`src/rtl/io_irq_timer_bank_if.sv`:
```
// CPU-side register bus of io_irq_timer_bank: address/write/data in, read data and chip select out.
interface io_irq_timer_bank_if #(
    parameter int unsigned ADDR_W = 16
);
    logic [ADDR_W-1:0] address;
    logic              write;
    logic [7:0]        data_i;
    logic [7:0]        data_o;
    logic              cs;

    modport master (output address, output write, output data_i, input data_o, input cs);
    modport slave  (input address, input write, input data_i, output data_o, output cs);
endinterface

```
`src/rtl/io_irq_timer_bank.sv`:
```
// Memory-mapped output ports, interrupt status/enable, external edge detect and a 16-bit
// reloadable timer, driving CPU irq/nmi.
module io_irq_timer_bank #(
    parameter int unsigned       ADDR_W    = 16,
    parameter logic [ADDR_W-1:0] BASE_ADDR = 'hBFF8,
    parameter int unsigned       NUM_PORTS = 2,
    parameter int unsigned       PRESCALE  = 1
) (
    input  logic                   clk,
    input  logic                   reset,
    io_irq_timer_bank_if.slave     bus,
    input  logic                   ext_irq,
    output logic [8*NUM_PORTS-1:0] port_out,
    output logic                   irq,
    output logic                   nmi
);
    localparam logic [15:0] PrescMax = 16'(PRESCALE - 1);

    logic [7:0]  port_q [NUM_PORTS];
    logic [1:0]  status_q, status_d;
    logic [3:0]  enable_q;
    logic [15:0] reload_q, reload_d;
    logic [15:0] counter_q, counter_d;
    logic [15:0] presc_q, presc_d;
    logic        running_q, running_d;
    logic [7:0]  snapshot_q;
    logic        ext_q;

    logic [2:0] offset;
    logic       sel, wr, tick, tmr_set, ext_set;
    logic [1:0] clr;
    logic [7:0] rdata;

    assign offset = bus.address[2:0];
    // Window is 8-aligned, so matching the upper address bits is the full range check.
    assign sel    = bus.address[ADDR_W-1:3] == BASE_ADDR[ADDR_W-1:3];
    assign wr     = sel & bus.write;
    assign tick   = running_q && (presc_q == PrescMax);
    assign ext_set = ext_irq & ~ext_q;
    assign clr    = (wr && offset == 3'd4) ? bus.data_i[1:0] : 2'b00;

    always_comb begin
        counter_d = counter_q;
        reload_d  = reload_q;
        presc_d   = presc_q;
        running_d = running_q;
        tmr_set   = 1'b0;
        if (running_q) begin
            presc_d = tick ? 16'd0 : presc_q + 16'd1;
        end
        if (tick) begin
            if (counter_q != 16'd0) begin
                counter_d = counter_q - 16'd1;
            end else begin
                tmr_set   = 1'b1;
                counter_d = reload_q;
                running_d = enable_q[3];
            end
        end
        if (wr && offset == 3'd6) begin
            reload_d[7:0] = bus.data_i;
        end
        // A HI write restarts the timer and takes priority over any tick in the same cycle.
        if (wr && offset == 3'd7) begin
            reload_d[15:8] = bus.data_i;
            counter_d      = {bus.data_i, reload_q[7:0]};
            presc_d        = 16'd0;
            running_d      = 1'b1;
        end
        status_d = (status_q & ~clr) | {ext_set, tmr_set};
    end

    always_ff @(posedge clk) begin
        if (!reset) begin
            for (int i = 0; i < NUM_PORTS; i++) begin
                port_q[i] <= 8'h00;
            end
            status_q   <= 2'b00;
            enable_q   <= 4'h0;
            reload_q   <= 16'h0000;
            counter_q  <= 16'h0000;
            presc_q    <= 16'h0000;
            running_q  <= 1'b0;
            snapshot_q <= 8'h00;
            ext_q      <= 1'b0;
        end else begin
            for (int i = 0; i < NUM_PORTS; i++) begin
                if (wr && offset == 3'(i)) begin
                    port_q[i] <= bus.data_i;
                end
            end
            if (wr && offset == 3'd5) begin
                enable_q <= bus.data_i[3:0];
            end
            if (sel && !bus.write && offset == 3'd6) begin
                snapshot_q <= counter_q[15:8];
            end
            status_q  <= status_d;
            reload_q  <= reload_d;
            counter_q <= counter_d;
            presc_q   <= presc_d;
            running_q <= running_d;
            ext_q     <= ext_irq;
        end
    end

    always_comb begin
        rdata = 8'h00;
        if (sel) begin
            case (offset)
                3'd4:    rdata = {6'b0, status_q};
                3'd5:    rdata = {4'b0, enable_q};
                3'd6:    rdata = counter_q[7:0];
                3'd7:    rdata = snapshot_q;
                default: begin
                    for (int i = 0; i < NUM_PORTS; i++) begin
                        if (offset == 3'(i)) begin
                            rdata = port_q[i];
                        end
                    end
                end
            endcase
        end
    end

    assign bus.data_o = rdata;
    assign bus.cs     = sel;

    for (genvar g = 0; g < NUM_PORTS; g++) begin : g_port
        assign port_out[8*g +: 8] = port_q[g];
    end

    assign irq = port_q[0][0] | (status_q[0] & enable_q[0] & ~enable_q[2])
               | (status_q[1] & enable_q[1]);
    assign nmi = port_q[0][1] | (status_q[0] & enable_q[0] & enable_q[2]);
endmodule
```
`src/flat_wrapper.sv`:
```
// flat-port wrapper written by rule: the top's interface ports become plain ports
module io_irq_timer_bank_flat 
#(
    parameter int unsigned       ADDR_W    = 16,
    parameter logic [ADDR_W-1:0] BASE_ADDR = 'hBFF8,
    parameter int unsigned       NUM_PORTS = 2,
    parameter int unsigned       PRESCALE  = 1
)
  (clk, reset, ext_irq, port_out, irq, nmi, bus_address, bus_write, bus_data_i, bus_data_o, bus_cs);
  io_irq_timer_bank_if #(.ADDR_W(ADDR_W)) bus_i ();
  input  logic clk;
  input  logic reset;
  input  logic ext_irq;
  output logic [8*NUM_PORTS-1:0] port_out;
  output logic irq;
  output logic nmi;
  input wire logic [$bits(bus_i.address)-1:0] bus_address;
  input wire logic [$bits(bus_i.write)-1:0] bus_write;
  input wire logic [$bits(bus_i.data_i)-1:0] bus_data_i;
  output wire logic [$bits(bus_i.data_o)-1:0] bus_data_o;
  output wire logic [$bits(bus_i.cs)-1:0] bus_cs;
  assign bus_i.address = bus_address;
  assign bus_i.write = bus_write;
  assign bus_i.data_i = bus_data_i;
  assign bus_data_o = bus_i.data_o;
  assign bus_cs = bus_i.cs;
  io_irq_timer_bank #(.ADDR_W(ADDR_W), .BASE_ADDR(BASE_ADDR), .NUM_PORTS(NUM_PORTS), .PRESCALE(PRESCALE)) u_core (.clk(clk), .reset(reset), .bus(bus_i), .ext_irq(ext_irq), .port_out(port_out), .irq(irq), .nmi(nmi));
endmodule
```
`config.mk`:
```
export PLATFORM = sky130hd
export DESIGN_NAME = io_irq_timer_bank_flat
export DESIGN_NICKNAME = d
export VERILOG_FILES = /design/src/rtl/io_irq_timer_bank_if.sv /design/src/rtl/io_irq_timer_bank.sv /design/src/flat_wrapper.sv
export SDC_FILE = /design/constraint.sdc
export NUM_CORES = 1
export LEC_CHECK = 0
export BUFFER_PORTS_ARGS = -buffer_cell sky130_fd_sc_hd__buf_2
export CAP_MARGIN = 15
export CORE_MARGIN = 4
export CORE_UTILIZATION = 57
export CTS_CLUSTER_DIAMETER = 100
export DETAILED_ROUTE_END_ITERATION = 12
export HOLD_SLACK_MARGIN = 0.06
export PLACE_DENSITY = 0.88
export SETUP_SLACK_MARGIN = 0.2
export SLEW_MARGIN = 30
export SYNTH_ARGS = -nofsm -noshare
export SYNTH_HDL_FRONTEND = slang
export SYNTH_SLANG_ARGS = --single-unit
```
`constraint.sdc`:
```
create_clock -name clk -period 3.15 [get_ports clk]
set_clock_uncertainty 0.1 [all_clocks]
set_input_delay 0.945 -clock clk [delete_from_list [all_inputs] [get_ports clk]]
set_output_delay 0.945 -clock clk [all_outputs]
set_load 0.01 [all_outputs]
```
# After elaboration in Yosys (flattened, before gate mapping)
# Memory sizes are Yosys's and may differ from the RTL's.
# Index checks and enable logic that the tools add are counted.
[totals]
ff_bits = 64
mem_bits_rw = 16
inputBits = 28
output_inout_bits = 27
word_cells = 75
mem_count = 1
[memory_table]
columns = ["memory", "words", "width", "rd", "rd_ports_with_merged_regs", "write_ports", "line_no", "rtl"]
rows = [
  ["u_core.port_q", 2, 8, 2, 0, 2, "io_irq_timer_bank.sv:19", "logic [7:0] port_q [NUM_PORTS];"],
]
[op_classes]
add_sub_neg = 2
eq_ne = 7
mux = 23
bitwise_logic = 17
reduce_logical = 16
[ops]
columns = ["cell", "count"]
rows = [
  ["2-to-1 mux 16 bit", 4],
  ["2-to-1 mux 8 bit", 5],
  ["one-hot mux 8 bit (4 select lines)", 1],
  ["adder 16 x 1 -> 16 bit (second input constant)", 1],
  ["zero test 16 bit", 1],
  ["nonzero test 16 bit", 1],
  ["subtractor 16 x 1 -> 16 bit (second input constant)", 1],
  ["== test 13 bit (second input constant)", 1],
  ["== test 3 bit (second input constant)", 4],
  ["2-to-1 mux 1 bit", 12],
  ["logical AND 1 bit", 9],
  ["AND 1 bit", 6],
  ["OR 1 bit", 5],
  ["== test 3 x 1 -> 1 bit (second input constant)", 1],
  ["zero test 3 bit", 1],
  ["inverter 1 bit", 3],
  ["AND 2 bit", 1],
  ["2-to-1 mux 2 bit", 1],
  ["!= test 2 bit (second input constant)", 1],
  ["inverter 2 bit", 1],
  ["OR 2 bit", 1],
  ["AND reduction 2 bit", 1],
  ["nonzero test 2 bit", 1],
  ["OR reduction 2 bit", 1],
  ["zero test 1 bit", 1],
]

# Logic depth before layout (Yosys ltp)
# Gate-level depths: netlist (run 1).
[logic_depth]
depth_word = 7
ltp_mapped = 8
depth_no_buf = 7

# Worst setup path after synthesis (run 1)
# No wires, ideal clock.
[synth_timing]
path_type = "input to output"
from = "input port bus_address[0]"
to = "output port bus_data_o[2]"
t_arrival_ns = 2.069
required_time_ns = 2.105
setup_slack_ns = 0.036
cell_stages = 7
n_path_buf = 2
path_cell_list = "clkbuf_8 -> clkbuf_1 -> inv_1 -> nor2_1 -> o2bb2ai_1 -> a21oi_1 -> nor2_1"
[synth_via]
elab_chain_cells = 5
[synth_rtl]
columns = ["item", "line_no", "rtl"]
rows = [
  ["start: declaration", "flat_wrapper.sv:17", "input wire logic [$bits(bus_i.address)-1:0] bus_address;"],
  ["zero test 3 bit", "io_irq_timer_bank.sv:117", "if (offset == 3'(i)) begin"],
  ["2-to-1 mux 8 bit (2 in a row)", "io_irq_timer_bank.sv:117", ""],
  ["one-hot mux 8 bit (4 select lines) (*)", "io_irq_timer_bank.sv:110", "case (offset)"],
  ["2-to-1 mux 8 bit (*)", "io_irq_timer_bank.sv:109", "if (sel) begin"],
  ["end: declaration", "flat_wrapper.sv:20", "output wire logic [$bits(bus_i.data_o)-1:0] bus_data_o;"],
]
# Every way passes the cells marked *; elsewhere a longest branch is shown, timed or not.

# Worst setup path after layout (run 1)
[layout_timing]
from = "input port bus_address[6]"
to = "output port bus_data_o[3]"
[layout_via]
elab_chain_cells = 2
[layout_rtl]
columns = ["item", "line_no", "rtl"]
rows = [
  ["== test 13 bit", "io_irq_timer_bank.sv:36", "assign sel = bus.address[ADDR_W-1:3] == BASE_ADDR[ADDR_W-1:3];"],
  ["2-to-1 mux 8 bit", "io_irq_timer_bank.sv:109", ""],
]
# Every way passes these cells.

==> impl_metrics.tcl, run 1 <==
set metrics [dict create \
    peakVddDrop_mv 0.291 \
    status "finished, final reports clean" \
    synth-seq-cells 80 \
    via_per_inst 6.21 \
    internal-power_mw 1.56 \
    hold_violations 0 \
    top_layer "met4" \
    multi_input_area_um2 2060 \
    power_switching_mw 0.466 \
    critPathRequiredTime_ps 2100 \
    ioPinCount 55 \
    syn-instance-count 439 \
    tightest_slew_ps 494 \
    hp-class "reg2reg" \
    clock_latency_ps 360 \
    async_flop_share_pct 0 \
    gp_congestion 0.899 \
    fmax_mhz 323 \
    slew_headroom_pct 66.8 \
    antenna_found_initial 0 \
    end_kind "primary output" \
    regArea_um2 1760 \
    critical-path-top-delay-family "simple AND/OR/NAND/NOR gates" \
    cp_slowest_cell "or4_4" \
    grt_max_degree 29 \
    cts_max_level 3 \
    synth_edf_count 16 \
    cp.arrival_ps 2050 \
    die_width_um 91.4 \
    start_util_pct 58.6 \
    fin_crit_ps 3100 \
    area_growth_pct 17.1 \
    switching_share_pct 23.0 \
    dr_wl_met2_um 5060 \
    grt_pass1_wl_um 16700 \
    n_fill_cell 522 \
    final_layout_size_suffix_gt1_share_pct 22.1 \
    slew_viol_final 0 \
    wl_met3_um 723 \
    final_util_pct 68.6 \
    pre_cts_ws_ps 69.2 \
    drtAntennaViolNets 0 \
    combPwrFrac_pct 6.2 \
    nNetsFinal 533 \
    grt_usage_pct 25.0 \
    fin_hold_ws_ps 358 \
    dp.cells 568 \
    drt-pass1-iter-count 5 \
    worstSetupPathType "in2out" \
    ys_types 53 \
    p_seq_share_pct 52.5 \
    dieArea_um2 8350 \
    finalCritPeriodShare_pct 98.3 \
    synth_nets 471 \
    grt_setup_unrepaired "true" \
    setup_violations 0 \
    drtIter0Drc 246 \
    ys_seq_area_share_pct 44.5 \
    maxCapViolations 0 \
    avgSynthCellArea_um2 9.02 \
    clkSlewWorstSetupHoldPaths_ps 70 \
    path_buf_inv 2 \
    die_h_um 91.4 \
    synth_warnings 0 \
    m1WireLength_um 4110 \
    finalSetupTns_ps 0 \
    max_stage_delay_ps 660 \
    core_area_um2 6760 \
    num_rows 30 \
    n_antenna_cell 0 \
    gr-total-overflow 0 \
    p_per_area_nw_per_um2 436 \
    critPathLaunchType "input port" \
    clkPwrFrac_pct 41.4 \
    cts_buffers 9 \
    instances_no_fill 586 \
    worstPathMaxFanout 5 \
    wl_um 10100 \
    ys.flop_type "dfxtp_1" \
    cts_tree "built" \
    grt_pass1_vias 3480 \
    port_buffers 54 \
    drc 0 \
    power_leakage_nw 1.81 \
    syn_area_um2 3960 \
    vias 3639 \
    clock_path_buffers 2 \
    avgRoutedWirePerCell_um 17.3 \
    dp_hpwl_um 7150 \
    cts-root-buf "clkbuf_8" \
    numClockSinks 80 \
    fin_ws_ps 52.5 \
    worstPathCellList "buf_6 > nand4_1 > or4_4 > nor2_2 > buf_2" \
]
## metrics by stage
| step | instance area (um^2) | total power [mW] |
|---|---|---|
| floorplan | 3970 | 1.15 |
| detailed placement | 4350 | 1.20 |
| global placement | 4350 | 1.20 |
| CTS | 4610 | 2.02 |
| global route | 4640 | 2.08 |
| finish | 4640 | 2.02 |
## cell usage in the layout (no fill, tap or decap), drive strengths merged, types with 3 or more instances in the layout
| cell | count |
|---|---|
| nand2 | 43 |
| mux2i | 31 |
| o21ai | 24 |
| nand4 | 12 |
| nor2b | 4 |
| clkbuf | 10 |
| dfxtp | 64 |
| o31ai | 3 |
| buf | 74 |
| edfxtp | 16 |
| o22a | 4 |
| or2 | 3 |
| o21bai | 3 |
| o2bb2ai | 8 |
| nor2 | 60 |
| and2 | 9 |
| a21oi | 23 |
| a31oi | 7 |
| xor2 | 10 |
| a32o | 3 |
| nand3 | 18 |
| a22oi | 5 |
| ha | 4 |
| nor4b | 4 |
| inv | 10 |
| nor3 | 9 |
| xnor2 | 5 |
| nor4 | 8 |
| clkinv | 4 |
## Yosys cell counts, types with 2 or more instances
cell / number / area share [%]
clkbuf_1: 14 / 1.3
inv_1: 9 / 0.85
nand4_1: 12 / 1.9
o21bai_1: 3 / 0.57
and3_1: 2 / 0.32
nor3_1: 8 / 1.0
buf_2: 5 / 0.63
nand2_1: 42 / 4.0
o22a_1: 4 / 0.88
and4_1: 2 / 0.44
nor2b_1: 4 / 0.63
or2_2: 3 / 0.47
nor2_1: 60 / 5.7
xor2_1: 10 / 2.2
mux4_2: 2 / 1.1
o31ai_1: 3 / 0.57
a32o_1: 3 / 0.76
or3_1: 2 / 0.32
clkbuf_8: 3 / 1.0
a31o_2: 2 / 0.44
xnor2_1: 5 / 1.1
dfxtp_1: 64 / 32
o21a_1: 2 / 0.38
a22oi_1: 5 / 0.95
a21oi_1: 23 / 2.9
o21ai_0: 24 / 3.0
edfxtp_1: 16 / 12
a21o_1: 2 / 0.38
nor4b_1: 4 / 0.88
o2bb2ai_1: 8 / 1.8
mux2i_1: 31 / 7.8
nor4_1: 7 / 1.1
a31oi_1: 7 / 1.1
ha_1: 4 / 1.3
and2_1: 9 / 1.4
nand3_1: 18 / 2.3
## what timing repair did
item                       CTS  global route
hold endpoints to repair     0             0
setup buffers                1             0
cloned                       1             0
setup endpoints to repair    9             9
pin swaps                    0             9
gates resized for setup      6             7
hold buffers                 0             0
## routing by layer
layer | vias up | track usage, %
li1 | 1717 | -
met1 | 1748 | 31.1
met2 | 154 | 43.0
met3 | 20 | 4.14
met4 | 0 | 9.67
met5 | - | 0
## worst reg2reg max path, stage by stage, from the launching register on
cell	delay, ps
dfxtp_1	420
inv_1	110
ha_1	200
nor4b_1	150
and4_1	360
or3_1	440
a2111o_1	390
a31oi_1	160
## registers in the layout (all words and copies together) (netlist names), 2 cells and up
signal	cells
u_core.port_q	16
u_core.snapshot_q	8
u_core.reload_q	16
u_core.status_q	2
u_core.counter_q	16
u_core.enable_q	4
u_core.presc_q	16
## power by group through the flow
stage,logic [mW],registers [mW],clock network [mW]
after floorplan,0.0573,1.09,0
after global placement,0.115,1.08,0
after detailed placement,0.118,1.09,0
after CTS,0.122,1.06,0.840
after global routing,0.135,1.06,0.882
final,0.125,1.06,0.836
## cells by family after synthesis
group | Yosys count | synth area share, %
buf+inv | 34 | 4.42
simple gates | 180 | 22.2
fa+ha+maj | 4 | 1.26
mux | 33 | 8.97
flops | 80 | 44.5
xor+xnor | 15 | 3.32
compound gates | 93 | 15.4
## layout make-up
| cell class | instances | share of cell area [%] |
|---|---|---|
| Clock inverter | 6 | 2.00 |
| Multi-Input combinational cell | 326 | 44.5 |
| Sequential cell | 80 | 38.0 |
| Inverter | 10 | 0.836 |
| Timing Repair Buffer | 74 | 9.74 |
| Tap cell | 80 | 2.16 |
| Clock buffer | 10 | 2.75 |
## worst paths after layout
path | start | endpoint | slack (ps) | depth (start not counted)
max | bus_address[6] | bus_data_o[3] | 50 | 5
min | u_core.reload_q[8] | u_core.reload_q[8] | 360 | 2
max reg2reg | u_core.counter_q[0] | u_core.counter_q[13] | 750 | 7
min reg2reg | u_core.reload_q[8] | u_core.reload_q[8] | 360 | 2
Note: power is estimated with default switching activity, not from simulation.
==> run 2, diff against run 1 <==
- RECOVER_POWER: unset -> 100
==> run 2 against run 1 <==
  * Via count up 0.63%
  * Clock power about the same
  * Sequential share of layout area up 0.81 points
  * Non-clock buffer count unchanged
  * Power down 0.33%
  * Worst setup slack better by 3.5 ps
  * Register-to-register slack worse by 90 ps
  * First-iteration DRC count up 16%
==> impl_metrics.tcl, run 2 (synthesis gave the netlist of run 1 again) <==
set metrics [dict create \
    fin_ws_ps 56.0 \
    worstSetupPathType "in2out" \
    critPathLaunchType "input port" \
    reg2reg_from "u_core.counter_q[0]" \
    startpoint "bus_address[6]" \
    core_area_um2 6760 \
    power_leakage_nw 1.69 \
    dp_hpwl_um 7150 \
    cts_buffers 9 \
    status "finished, final reports clean" \
    pre_cts_ws_ps 69.2 \
    gp_congestion 0.899 \
    fin_crit_ps 3090 \
    final_layout_size_suffix_gt1_share_pct 14.6 \
    numClockSinks 80 \
    maxCapViolations 0 \
    instances_no_fill 586 \
    die_h_um 91.4 \
    grt_pass1_wl_um 16700 \
    slew_viol_final 0 \
    antenna_found_initial 0 \
    p_per_area_nw_per_um2 444 \
    avgRoutedWirePerCell_um 17.4 \
    p_total_mw 2.01 \
    cts_max_level 3 \
    mostFrequentLayoutCells "64 x dfxtp_1, 58 x nor2_1, 42 x nand2_1" \
    cts.hold.buffers_added 0 \
    n_fill_cell 555 \
    drc 0 \
    grt_usage_pct 25.0 \
    fmax_mhz 323 \
    drt-pass1-iter-count 5 \
    crit_end "bus_data_o[5]" \
    final_util_pct 67.2 \
    final_common_cell "dfxtp_1" \
    num_rows 30 \
    power_switching_mw 0.464 \
    grt_setup_unrepaired "true" \
    dieArea_um2 8350 \
    area_growth_pct 14.6 \
    start_util_pct 58.6 \
    peakVddDrop_mv 0.289 \
    finalSetupTns_ps 0 \
    clkPwrFrac_pct 41.4 \
    grt_max_degree 29 \
    switching_share_pct 23.0 \
    regArea_um2 1760 \
    grt_pass1_vias 3480 \
    ioPinCount 55 \
    rr_worst_depth 8 \
    critPathRequiredTime_ps 2100 \
    cts-root-buf "clkbuf_8" \
    r2r_slack_ps 660 \
    drtIter0Drc 286 \
    drtAntennaViolNets 0 \
    multi_input_area_um2 2040 \
    worstPathMaxFanout 5 \
    cp.arrival_ps 2050 \
    hold_depth 2 \
    slew_headroom_pct 37.5 \
    die_width_um 91.4 \
    vias 3662 \
    setup_violations 0 \
    wl_um 10200 \
    clock_latency_ps 360 \
    clock_path_buffers 2 \
    dp.cells 568 \
    p_seq_share_pct 52.7 \
    tightest_slew_ps 937 \
    port_buffers 54 \
    finalCritPeriodShare_pct 98.2 \
    gr-total-overflow 0 \
    hp-class "reg2reg" \
    n_antenna_cell 0 \
    hold_violations 0 \
    internal-power_mw 1.55 \
    nNetsFinal 533 \
    combPwrFrac_pct 5.9 \
    r2r-end "u_core.counter_q[5]" \
    cts_tree "built" \
    end_kind "primary output" \
    via_per_inst 6.25 \
    clkSlewWorstSetupHoldPaths_ps 80 \
]
-- run 2: cell count changes in the layout (fill, tap and decap cells not counted), moves of 2 or more --
cell	before	now
and2_1	9	1
clkbuf_2	0	2
nor2_2	7	2
clkbuf_1	1	33
buf_4	20	8
nor2_1	52	58
and2_0	0	8
buf_2	49	28
-- run 2: power groups by stage --
stage,Clock [mW],Combinational (mW),Sequential [mW]
floorplan,0,0.0573,1.09
global placement,0,0.115,1.08
detailed placement,0,0.118,1.09
CTS,0.840,0.122,1.06
global route,0.882,0.129,1.06
finish,0.834,0.119,1.06
-- run 2: metal layers --
metal  GRT usage, %  up-vias  wire (um)
met4           9.67        0        228
met3           4.14       22        642
met5              0        -          0
li1               -     1712          -
met1           31.1     1754       4220
met2           43.0      174       5100
-- run 2: how the worst min path moves through the flow --
stage / to / slack [ps] / startpoint
5_1_grt: u_core.reload_q[10] / 380 / u_core.reload_q[10]
6_report: u_core.reload_q[8] / 360 / u_core.reload_q[8]
3_3_place_gp: u_core.counter_q[6] / 340 / u_core.reload_q[6]
4_1_cts: u_core.reload_q[8] / 360 / u_core.reload_q[8]
3_5_place_dp: u_core.reload_q[8] / 350 / u_core.reload_q[8]
2_1_floorplan: u_core.reload_q[10] / 330 / u_core.reload_q[10]
-- run 2: area by class of cell --
type,instances,share of cell area (%)
Sequential cell,80,38.8
Clock inverter,6,2.04
Multi-Input combinational cell,326,45.0
Tap cell,80,2.20
Inverter,10,0.854
Clock buffer,10,2.81
Timing Repair Buffer,74,8.27
-- run 2: what timing repair did --
action                                  in CTS  in global routing
gates cloned                                 1                  0
setup buffers                                1                  0
endpoints found under the setup margin       9                  9
pin swaps                                    0                  9
gates resized for setup                      6                  7
-- run 2: critical path: stages --
cell and delay (ps):
buf_6 60, nand4_1 130, or4_4 630, nor2_2 110
clkbuf_1 170
-- run 2: metrics by stage --
step,cell area [um^2],hold slack [ps]
after global routing,4540,382
after floorplan,3970,330
final,4540,357
after detailed placement,4350,347
after CTS,4610,359
after global placement,4350,337
==> run 3, diff against run 2 <==
- ABC_AREA: unset -> 1
- CORE_UTILIZATION: 57 -> 59
- PLACE_DENSITY: 0.88 -> 0.9
==> run 3 against run 2 <==
  * Register-to-register slack improved by 280 ps
  * Sequential cell count unchanged
  * Global-route usage is 5.8 points higher
  * Hold slack is essentially flat
  * Cell area grew 16%
  * Area after synthesis grew 16%
  * Combinational power is 16% higher
  * Critical path depth is 4 higher
  * Sequential share of layout area is 5.4 points lower
  * Count of clock-buffer cells in the layout fell by 1
  * Critical path type unchanged
  * Critical endpoint is now bus_data_o[7]
  * Highest routed layer unchanged
==> impl_metrics.tcl, run 3 <==
set metrics [dict create \
    synth_top_area_share_pct 28.0 \
    final_util_pct 71.3 \
    cts.hold.buffers_added 0 \
    slew_headroom_pct 46.9 \
    ys_seq_area_share_pct 38.5 \
    num_rows 31 \
    status "finished, final reports clean" \
    critPathLaunchType "input port" \
    synth_warnings 0 \
    synth_edf_count 16 \
    nNetsFinal 764 \
    n_antenna_cell 0 \
    cp.arrival_ps 2100 \
    vias 4889 \
    dieArea_um2 9240 \
    cts_tree "built" \
    n_fill_cell 608 \
    grt_usage_pct 30.8 \
    grt_pass1_vias 4686 \
    ioPinCount 55 \
    cts_buffers 9 \
    final_common_cell "nand2_1" \
    synth_common_cells "155 x nand2_1, 88 x nor2_1, 81 x inv_1" \
    gr-total-overflow 0 \
    avgRoutedWirePerCell_um 15.9 \
    area_growth_pct 15.2 \
    dp_hpwl_um 9740 \
    via_per_inst 5.85 \
    instances_no_fill 836 \
    die_width_um 96.1 \
    port_buffers 54 \
    power_leakage_nw 2.34 \
    worstPathMaxFanout 5 \
    clkSlewWorstSetupHoldPaths_ps 90 \
    critPathRequiredTime_ps 2100 \
    core_area_um2 7410 \
    hold_violations 0 \
    clock_path_buffers 2 \
    fmax_mhz 318 \
    grt_max_degree 20 \
    drc 0 \
    ys.flop_type "dfxtp_1" \
    synth_area_leaders "dfxtp_1 28%, nand2_1 13%, edfxtp_1 10%, nor2_1 7.2%, inv_1 6.6%" \
    drt-pass1-iter-count 6 \
    setup_violations 0 \
    pre_cts_ws_ps 68.1 \
    start_util_pct 61.8 \
    cts_max_level 3 \
    dp.cells 814 \
    syn-instance-count 665 \
    async_flop_share_pct 0 \
    drtAntennaViolNets 0 \
    cts-root-buf "clkbuf_8" \
    final_layout_size_suffix_gt1_share_pct 16.6 \
    antenna_found_initial 0 \
    wl_um 13300 \
    fin_crit_ps 3140 \
    syn_area_um2 4580 \
    drtIter0Drc 625 \
    die_h_um 96.1 \
    maxCapViolations 0 \
    peakVddDrop_mv 0.356 \
    hp-class "reg2reg" \
    grt_setup_unrepaired "true" \
    gp_congestion 1.01 \
    clock_latency_ps 360 \
    synth-seq-cells 80 \
    end_kind "primary output" \
    yosysTopAreaCell "dfxtp_1" \
    ys_types 44 \
    finalCritPeriodShare_pct 99.7 \
    avgSynthCellArea_um2 6.89 \
    synth_nets 697 \
    p_per_area_nw_per_um2 376 \
    yosysMostFrequentCell "nand2_1" \
    grt_pass1_wl_um 21900 \
    fin_ws_ps 9.31 \
    worstSetupPathType "in2out" \
    numClockSinks 80 \
    mostFrequentLayoutCells "149 x nand2_1, 84 x nor2_1, 79 x inv_1" \
    slew_viol_final 0 \
    tightest_slew_ps 791 \
]
[run 3: worst paths after layout]
check / cells after the start / to / slack (ps) / start
worst max register to register: 13 / u_core.counter_q[8] / 940 / u_core.presc_q[0]
worst min register to register: 2 / u_core.reload_q[6] / 360 / u_core.reload_q[6]
worst max-delay path: 9 / bus_data_o[7] / 9 / bus_address[14]
worst min-delay path: 2 / u_core.reload_q[6] / 360 / u_core.reload_q[6]
[run 3: critical path, cell delays in order]
cell and delay, ps:
buf_6 90, inv_2 40, nand2_2 50, nor2_2 90, nand2_2 70, nor2_4 150
clkinvlp_4 210, a221oi_2 250, buf_2 190
[run 3: final cells by class]
type                            instances  area [um^2]  share of cell area, %
Sequential cell                        80         1760                   33.4
Tap cell                               99          124                   2.35
Clock inverter                          7         80.1                   1.52
Inverter                               86          330                   6.26
Multi-Input combinational cell        482         2420                   45.9
Timing Repair Buffer                   73          435                   8.25
Clock buffer                            9          124                   2.35
[run 3: cell families after synthesis]
family	Yosys count	share of synthesized area, %
flops	80	38.5
fa+ha+maj	4	1.09
simple gates	348	34.4
xor+xnor	9	1.72
buf+inv	103	9.26
compound gates	121	15.1
[run 3: routing by layer]
layer / GRT usage (%) / vias to the layer above / wire length (um)
met2: 51.1 / 257 / 6260
li1: - / 2333 / -
met5: 0 / - / 0
met1: 37.6 / 2226 / 5200
met4: 16.1 / 0 / 699
met3: 6.02 / 73 / 1150
[run 3: stage by stage]
step / hold WS [ps] / area (um^2) / total power, mW / setup TNS [ps]
2_1_floorplan: 308 / 4610 / 1.15 / 0
3_3_place_gp: 321 / 5000 / 1.20 / 0
3_5_place_dp: 340 / 5000 / 1.21 / 0
4_1_cts: 358 / 5310 / 1.98 / 0
5_1_grt: 382 / 5280 / 2.06 / -61.4
6_report: 357 / 5280 / 1.98 / 0
[run 3: repair_timing]
item | in CTS | in global routing
resized for setup | 16 | 11
buffers inserted | 5 | 1
pin swaps | 2 | 3
setup endpoints to repair | 8 | 8
[run 3: power by group]
group | internal (mW) | switching (mW) | total, mW
clock network | 0.376 | 0.409 | 0.784
registers | 1.05 | 0.00803 | 1.06
logic | 0.0491 | 0.0890 | 0.138
total | 1.48 | 0.506 | 1.98
